--- src/rtl/apb_per_bridge_pkg.sv ---
// Shared types and constants for the req/gnt to APB4 peripheral bridge.
package apb_per_bridge_pkg;

  typedef enum logic [1:0] {
    IDLE   = 2'd0,
    SETUP  = 2'd1,
    ACCESS = 2'd2,
    RESP   = 2'd3
  } state_e;

  localparam logic [31:0] ERR_RDATA_DEFAULT = 32'hDEAD_BEEF;

endpackage

--- src/rtl/apb_timeout_cnt.sv ---
// Saturating ACCESS-phase cycle counter; flags expiry at TIMEOUT_CYCLES-1 (0 disables).
module apb_timeout_cnt #(
  parameter int unsigned TIMEOUT_CYCLES = 256
) (
  input  logic clk,
  input  logic rst_ni,
  input  logic en_i,
  input  logic clr_i,
  output logic expired_o
);

  localparam int unsigned CW        = (TIMEOUT_CYCLES == 0) ? 1 : $clog2(TIMEOUT_CYCLES + 1);
  localparam int unsigned LIMIT_INT = (TIMEOUT_CYCLES == 0) ? 0 : TIMEOUT_CYCLES - 1;
  localparam logic [CW-1:0] LIMIT   = CW'(LIMIT_INT);
  localparam bit ENABLED            = (TIMEOUT_CYCLES != 0);

  logic [CW-1:0] cnt_q, cnt_d;

  always_comb begin
    cnt_d = cnt_q;
    if (clr_i) begin
      cnt_d = '0;
    end else if (en_i && (cnt_q != '1)) begin
      cnt_d = cnt_q + CW'(1);
    end
  end

  always_ff @(posedge clk or negedge rst_ni) begin
    if (!rst_ni) begin
      cnt_q <= '0;
    end else begin
      cnt_q <= cnt_d;
    end
  end

  assign expired_o = ENABLED && (cnt_q == LIMIT);

endmodule

--- src/rtl/apb_per_bridge.sv ---
// Single-outstanding bridge from the req/gnt/r_valid peripheral port to an APB4 master.
// State | meaning
// IDLE   | waiting for req_i; gnt_o mirrors req_i
// SETUP  | APB setup phase, psel=1 penable=0
// ACCESS | APB access phase, waiting for pready_i or timeout
// RESP   | one-cycle r_valid_o pulse, timer cleared
module apb_per_bridge
  import apb_per_bridge_pkg::*;
#(
  parameter int unsigned ADDR_WIDTH     = 32,
  parameter int unsigned DATA_WIDTH     = 32,
  parameter int unsigned BE_WIDTH       = DATA_WIDTH / 8,
  parameter int unsigned TIMEOUT_CYCLES = 256,
  parameter logic [DATA_WIDTH-1:0] ERR_RDATA = DATA_WIDTH'(ERR_RDATA_DEFAULT)
) (
  input  logic                  clk,
  input  logic                  rst_ni,
  input  logic                  req_i,
  input  logic [ADDR_WIDTH-1:0] add_i,
  input  logic                  wen_i,
  input  logic [DATA_WIDTH-1:0] wdata_i,
  input  logic [BE_WIDTH-1:0]   be_i,
  output logic                  gnt_o,
  output logic                  r_valid_o,
  output logic [DATA_WIDTH-1:0] r_rdata_o,
  output logic                  r_err_o,
  output logic [ADDR_WIDTH-1:0] paddr_o,
  output logic                  pwrite_o,
  output logic [DATA_WIDTH-1:0] pwdata_o,
  output logic [BE_WIDTH-1:0]   pstrb_o,
  output logic                  psel_o,
  output logic                  penable_o,
  input  logic [DATA_WIDTH-1:0] prdata_i,
  input  logic                  pready_i,
  input  logic                  pslverr_i
);

  state_e                state_q, state_d;
  logic [ADDR_WIDTH-1:0] paddr_q, paddr_d;
  logic                  pwrite_q, pwrite_d;
  logic [DATA_WIDTH-1:0] pwdata_q, pwdata_d;
  logic [BE_WIDTH-1:0]   pstrb_q, pstrb_d;
  logic [DATA_WIDTH-1:0] rdata_q, rdata_d;
  logic                  err_q, err_d;
  logic                  tmr_en, tmr_clr, tmr_expired;

  apb_timeout_cnt #(
    .TIMEOUT_CYCLES(TIMEOUT_CYCLES)
  ) i_timeout_cnt (
    .clk      (clk),
    .rst_ni   (rst_ni),
    .en_i     (tmr_en),
    .clr_i    (tmr_clr),
    .expired_o(tmr_expired)
  );

  always_comb begin
    state_d   = state_q;
    paddr_d   = paddr_q;
    pwrite_d  = pwrite_q;
    pwdata_d  = pwdata_q;
    pstrb_d   = pstrb_q;
    rdata_d   = rdata_q;
    err_d     = err_q;
    gnt_o     = 1'b0;
    psel_o    = 1'b0;
    penable_o = 1'b0;
    r_valid_o = 1'b0;
    tmr_en    = 1'b0;
    tmr_clr   = 1'b0;

    case (state_q)
      IDLE: begin
        gnt_o = req_i;
        if (req_i) begin
          paddr_d  = add_i;
          pwrite_d = ~wen_i;
          pwdata_d = wdata_i;
          // Reads drive no strobes on APB4.
          pstrb_d  = wen_i ? '0 : be_i;
          state_d  = SETUP;
        end
      end
      SETUP: begin
        psel_o  = 1'b1;
        state_d = ACCESS;
      end
      ACCESS: begin
        psel_o    = 1'b1;
        penable_o = 1'b1;
        // A ready slave on the limit cycle still completes normally.
        if (pready_i) begin
          rdata_d = prdata_i;
          err_d   = pslverr_i;
          state_d = RESP;
        end else if (tmr_expired) begin
          rdata_d = ERR_RDATA;
          err_d   = 1'b1;
          state_d = RESP;
        end else begin
          tmr_en = 1'b1;
        end
      end
      RESP: begin
        r_valid_o = 1'b1;
        tmr_clr   = 1'b1;
        state_d   = IDLE;
      end
      default: state_d = IDLE;
    endcase
  end

  always_ff @(posedge clk or negedge rst_ni) begin
    if (!rst_ni) begin
      state_q  <= IDLE;
      paddr_q  <= '0;
      pwrite_q <= 1'b0;
      pwdata_q <= '0;
      pstrb_q  <= '0;
      rdata_q  <= '0;
      err_q    <= 1'b0;
    end else begin
      state_q  <= state_d;
      paddr_q  <= paddr_d;
      pwrite_q <= pwrite_d;
      pwdata_q <= pwdata_d;
      pstrb_q  <= pstrb_d;
      rdata_q  <= rdata_d;
      err_q    <= err_d;
    end
  end

  assign paddr_o   = paddr_q;
  assign pwrite_o  = pwrite_q;
  assign pwdata_o  = pwdata_q;
  assign pstrb_o   = pstrb_q;
  assign r_rdata_o = rdata_q;
  assign r_err_o   = err_q;

endmodule

--- config.mk ---
export PLATFORM = sky130hd
export DESIGN_NAME = apb_per_bridge
export DESIGN_NICKNAME = d
export VERILOG_FILES = /design/src/rtl/apb_per_bridge_pkg.sv /design/src/rtl/apb_timeout_cnt.sv /design/src/rtl/apb_per_bridge.sv
export SDC_FILE = /design/constraint.sdc
export NUM_CORES = 1
export LEC_CHECK = 0
export CORE_UTILIZATION = 41
export CTS_CLUSTER_DIAMETER = 120
export DETAILED_ROUTE_END_ITERATION = 12
export PLACE_DENSITY = 0.81
export REMOVE_ABC_BUFFERS = 1
export SETUP_SLACK_MARGIN = 0.4
export SLEW_MARGIN = 20
export SYNTH_ARGS = -nofsm -noshare
export SYNTH_HDL_FRONTEND = slang
export SYNTH_HIERARCHICAL = 1
export SYNTH_SLANG_ARGS = --single-unit
export TNS_END_PERCENT = 20
--- constraint.sdc ---
create_clock -name clk -period 2.45 [get_ports clk]
set_input_delay 0.3675 -clock clk [delete_from_list [all_inputs] [get_ports clk]]
set_output_delay 0.3675 -clock clk [all_outputs]
set_load 0.02 [all_outputs]
# [Word level (Yosys, flattened, before mapping)]
# Index checks and enable logic that the tools add are counted.
[word_totals] in_bits=106 word_cells=43 output_inout_bits=106 regBits=113
[op_classes] eq_ne=7 add_sub_neg=1 n_mux=18 n_reduce_logical=8 bitwise=1
[op_table] operator="$mux W32" n=2
[op_table] operator="$mux W9" n=2
[op_table] operator="$add A9 B1 Y9 const B" n=1
[op_table] operator="$eq A9 B8 Y1 const B" n=1
[op_table] operator="$mux W1" n=9
[op_table] operator="$ne A9 B9 Y1 const B" n=1
[op_table] operator="$pmux W2 S4" n=1
[op_table] operator="$mux W2" n=3
[op_table] operator="$reduce_and A2 Y1" n=3
[op_table] operator="$eq A2 B2 Y1 const B" n=2
[op_table] operator="$mux W4" n=1
[op_table] operator="$reduce_bool A2 Y1" n=2
[op_table] operator="$ne A3 B2 Y1 const B" n=1
[op_table] operator="$eq A2 B1 Y1 const B" n=1
[op_table] operator="$logic_not A2 Y1" n=1
[op_table] operator="$ne A2 B2 Y1 const B" n=1
[op_table] operator="$reduce_or A2 Y1" n=1
[op_table] operator="$logic_and A1 B1 Y1" n=1
[op_table] operator="$not A1 Y1" n=1

# [Depth between registers and ports, before layout]
[depth] ltp_word=7 ltp_mapped=8 ltp_nobuf=8

# [Modules after synthesis]
# The synthesis kept the hierarchy.
[modules_own_cells] mod="apb_per_bridge" seq_area_each_um2=2602.5 area_each_um2=3910.0 cells_each=245 n_inst=1
[modules_own_cells] mod="apb_timeout_cnt" seq_area_each_um2=225.2 area_each_um2=478.0 cells_each=48 n_inst=1

# [Worst setup path after synthesis]
# No wires, ideal clock.
[synth_timing] path_type="reg-to-reg" startpoint="register i_timeout_cnt.cnt_q[0]" endpoint="register i_timeout_cnt.cnt_q[5]" period_less_slack_ps=2009 t_arrival_ps=1931 stages_incl_launch_ff=9 setup_ps=78 required_ps=2372 setup_slack_ps=441 path_buffers=0 path_cell_list="dfrtp_1 ha_1 nand3_1 nor2_1 ha_1 nor3b_2 nand4b_1 or4_1 a21oi_1"
[synth_via] elab_chain_len=6 word_cells_on_any_way=10 cone_classes="add/sub: 1; eq/ne: 2; mux: 5; reduce/logical: 2"
[synth_rtl] element="start, declared" line_no="apb_timeout_cnt.sv:17" source="logic [CW-1:0] cnt_q, cnt_d;"
[synth_rtl] element="start signal, assigned" line_no="apb_timeout_cnt.sv:32" source="cnt_q <= cnt_d;"
[synth_rtl] element="$eq A9 B8 Y1" line_no="apb_timeout_cnt.sv:36" source="assign expired_o = ENABLED && (cnt_q == LIMIT);"
[synth_rtl] element="via tmr_expired" line_no="apb_per_bridge.sv:45" source="logic tmr_en, tmr_clr, tmr_expired;"
[synth_rtl] element="$mux W1" line_no="apb_per_bridge.sv:96" source="end else if (tmr_expired) begin"
[synth_rtl] element="$mux W1" line_no="apb_per_bridge.sv:92" source="if (pready_i) begin"
[synth_rtl] element="$mux W1" line_no="apb_per_bridge.sv:72" source="case (state_q)"
[synth_rtl] element="via tmr_en" line_no="apb_per_bridge.sv:45"
[synth_rtl] element="$logic_and A1 B1 Y1" line_no="apb_timeout_cnt.sv:23" source="end else if (en_i && (cnt_q != '1)) begin"
[synth_rtl] element="$reduce_bool A2 Y1 (no source line)"
# The timed path passes the listed nets, and every way through them passes these cells. The select of a mux whose other input is x is not followed.
# A chain may end at the register's enable or synchronous reset.

# [Worst setup path after layout]
# Same ends and word-level chain as after synthesis.

==> results.toml <==
[clock_network]
cts-buffers-inserted = 17
clockRootBuffer = "clkbuf_8"
cts_sinks = 113
clk_latency_ns = 0.51
cts_tree = "done"
cts_buffer_depth = 2
htree_levels = 4
path_clk_slew_ns = 0.06

[timing]
fin_hold_ws_ns = 0.431
clock_skew_ns = 0.00779
slew_viol_final = 0
fmax_mhz = 498
final-setup-viol-count = 0
fin_setup_tns_ns = 0
layout_min_cycle_time_ns = 2.01
slew_headroom_pct = 56.8
timing.final.crit_share_pct = 82.0
worstMarginPinSlew_ns = 0.648
hold_viol = 0
rsz0062_at_grt = "yes"

[finish]
area_delta_synth_final_pct = 68.5
nNetsFinal = 637
layout-drive-gt1-share_pct = 23.1
num_antenna_cells = 0

[critical_path]
crit_required_ns = 2.89
critPathMaxFanout = 5
max_stage_delay_ns = 0.49
cp.depth = 8
crit_buf_inv = 0
cp_top_family = "simple AND/OR/NAND/NOR gates"
crit_slowest_cell = "or4_4"
worstRegToRegCells = 8
worst_setup_path_start_kind = "flop"
end_kind = "flop"
cp_cell_sequence = "ha_2 -> nand3_2 -> nor2_2 -> ha_4 -> nor3b_4 -> nand4b_1 -> or4_4 -> a21oi_2"
worstSetupPathType = "flop to flop"
critical_path_arrival_ns = 2.45

[synth]
yosysUniqueCellTypes = 34
synthCells = 293
syn_area_um2 = 4390
avgSynthCellArea_um2 = 15.0
ys.warnings.count = 6
yosysSeqAreaShare_pct = 64.4
synth-seq-cells = 113

[routing]
drc_errors = 0
vias_per_cell = 4.96
antenna_left = 0
wirelength_um = 11200
dr.pass1.iters = 4
routed-via-count = 3339
drt-wirelength-per-cell_um = 16.7
dr.first_iter.drc_count = 96

[pwr]
p_leak_nw = 3.06
netSwitchingPower_w = 0.00350
peakVddDrop_uv = 695
intPower_w = 0.00707
power_frac_seq_pct = 30.4
p_per_area_nw_per_um2 = 1430
combPwrFrac_pct = 45.1
clock_power_share_pct = 24.5
switching_share_pct = 33.1
power_w = 0.0106

[die]
num_rows = 37
die_y_um = 105
initial_core_util_pct = 42.3
io_pins = 212
coreArea_um2 = 10400
die_w_um = 105
die-area_um2 = 11100

[global_route]
track_usage_pct = 21.4
grt_max_degree = 65
antenna_found_initial = 0
grt.overflow.total = 0
grt_pass1_vias = 3522
grt_pass1_wl_um = 18100

[placement]
hpwl_um = 8040
portBuffers = 211
gp_congestion = 0.817

[flow_run]
max_cap_violations = 0

[outcome]
run_status = "finished, final reports clean"

[worst_hold_path]
min_path_type = "input port to asynchronous set/reset pin"
-- cells by family after synthesis --
logic type | Yosys count | synth area share (%)
AOI/OAI and AO/OA | 52 | 9.10
xor gates and xnor gates | 2 | 0.399
adders and majority gates | 7 | 2.00
buffers and inverters | 20 | 2.82
DFF | 113 | 64.4
muxes | 66 | 16.9
and+or+nand+nor | 33 | 4.33
-- cell usage in the layout (no fill, tap or decap), drive strengths merged --
cell type,synthesis,routed
clkdlybuf4s50,0,206
dfrtp,113,113
mux2,65,65
o22a,25,25
clkbuf,4,22
buf,10,15
o21ai,9,9
nand2,8,8
a22o,8,8
ha,7,7
inv,6,6
nor2,6,6
bufinv,0,5
a21oi,5,5
nand2b,4,4
clkinv,0,4
or3,3,3
clkinvlp,0,2
nand4b,2,2
o31ai,2,2
dlygate4sd2,0,2
nor2b,2,2
nand3,2,2
or4,2,2
nor3b,1,1
o21a,1,1
and2,1,1
o32a,1,1
dlygate4sd3,0,1
nand4,1,1
nand3b,1,1
xor2,1,1
mux2i,1,1
xnor2,1,1
a211oi,1,1
clkdlybuf4s15,0,1
-- cells in the mapped netlist (all sizes together) --
library cell | count | area (µm²)
nand4b | 2 | 17.5
nand2 | 8 | 30.0
clkbuf | 4 | 15.0
o21ai | 9 | 45.0
or4 | 2 | 15.0
nand2b | 4 | 25.0
nand4 | 1 | 12.5
nand3b | 1 | 7.51
or3 | 3 | 18.8
buf | 10 | 86.3
a21oi | 5 | 25.0
a22o | 8 | 70.1
dfrtp | 113 | 2830
mux2 | 65 | 732
nor3b | 1 | 12.5
nand3 | 2 | 10.0
a211oi | 1 | 7.51
o21a | 1 | 7.51
xor2 | 1 | 8.76
ha | 7 | 87.6
o22a | 25 | 219
o32a | 1 | 10.0
and2 | 1 | 6.26
xnor2 | 1 | 8.76
inv | 6 | 22.5
nor2 | 6 | 22.5
mux2i | 1 | 10.0
nor2b | 2 | 12.5
o31ai | 2 | 15.0
-- final timing paths --
path	slack (ns)	startpoint	endpoint
max in group asynchronous	1.36	rst_ni	paddr_o[8]
min in group clk	0.44	be_i[1]	pstrb_o[1]
worst max register to register	0.44	i_timeout_cnt/cnt_q[0]	i_timeout_cnt/cnt_q[5]
worst min register to register	0.48	pstrb_o[2]	pstrb_o[2]
worst max-delay path	0.44	i_timeout_cnt/cnt_q[0]	i_timeout_cnt/cnt_q[5]
worst min-delay path	0.43	rst_ni	pwdata_o[25]
-- metrics by stage --
stage / cells / instance area, µm² / utilization (%) / worst slack (ns)
floorplan: 279 / 4290 / - / 0.333
global placement: 632 / 6650 / 64.1 / 0.338
detailed placement: 632 / 6650 / 64.1 / 0.241
CTS: 671 / 7340 / 70.8 / 0.279
global route: 673 / 7390 / 71.3 / 0.338
finish: 673 / 7390 / 71.3 / 0.441
-- routing by layer --
| metal | vias up | GRT usage, % | share of wire (%) |
|---|---|---|---|
| met4 | 0 | 8.95 | 1.8 |
| met5 | - | 0 | 0 |
| met1 | 1633 | 25.2 | 40 |
| met3 | 19 | 6.68 | 7.5 |
| met2 | 162 | 36.1 | 51 |
| li1 | 1525 | - | - |
-- repair_timing --
item,in CTS,in global routing
resized for setup,11,12
pin swaps,6,7
endpoints found under the hold margin,47,0
endpoints found under the setup margin,36,37
hold buffers,1,0
setup buffers,6,2
-- power by group through the flow --
stage / combinational, W / sequential, W / clock (W)
floorplan: 0.00133 / 0.00426 / 0
global placement: 0.00466 / 0.00320 / 0
detailed placement: 0.00474 / 0.00326 / 0
CTS: 0.00479 / 0.00323 / 0.00264
global route: 0.00503 / 0.00334 / 0.00272
finish: 0.00476 / 0.00322 / 0.00258
-- state kept, by name, summed over array words and instances, names as in the netlist --
| signal | flops |
|---|---|
| paddr_o | 32 |
| pwdata_o | 32 |
| r_rdata_o | 32 |
| i_timeout_cnt/cnt_q | 9 |
| pstrb_o | 4 |
| state_q | 2 |
| pwrite_o | 1 |
| r_err_o | 1 |
-- cell type report --
type                       instances  area, µm²
multi-input combinational        160       1490
clock buffer                      21        439
clock inverter                    11        185
sequential                       113       2830
fill                             725       2980
tap                              136        170
inverter                           6       22.5
timing repair buffer             226       2260
Power figures use the tool's default switching activity.
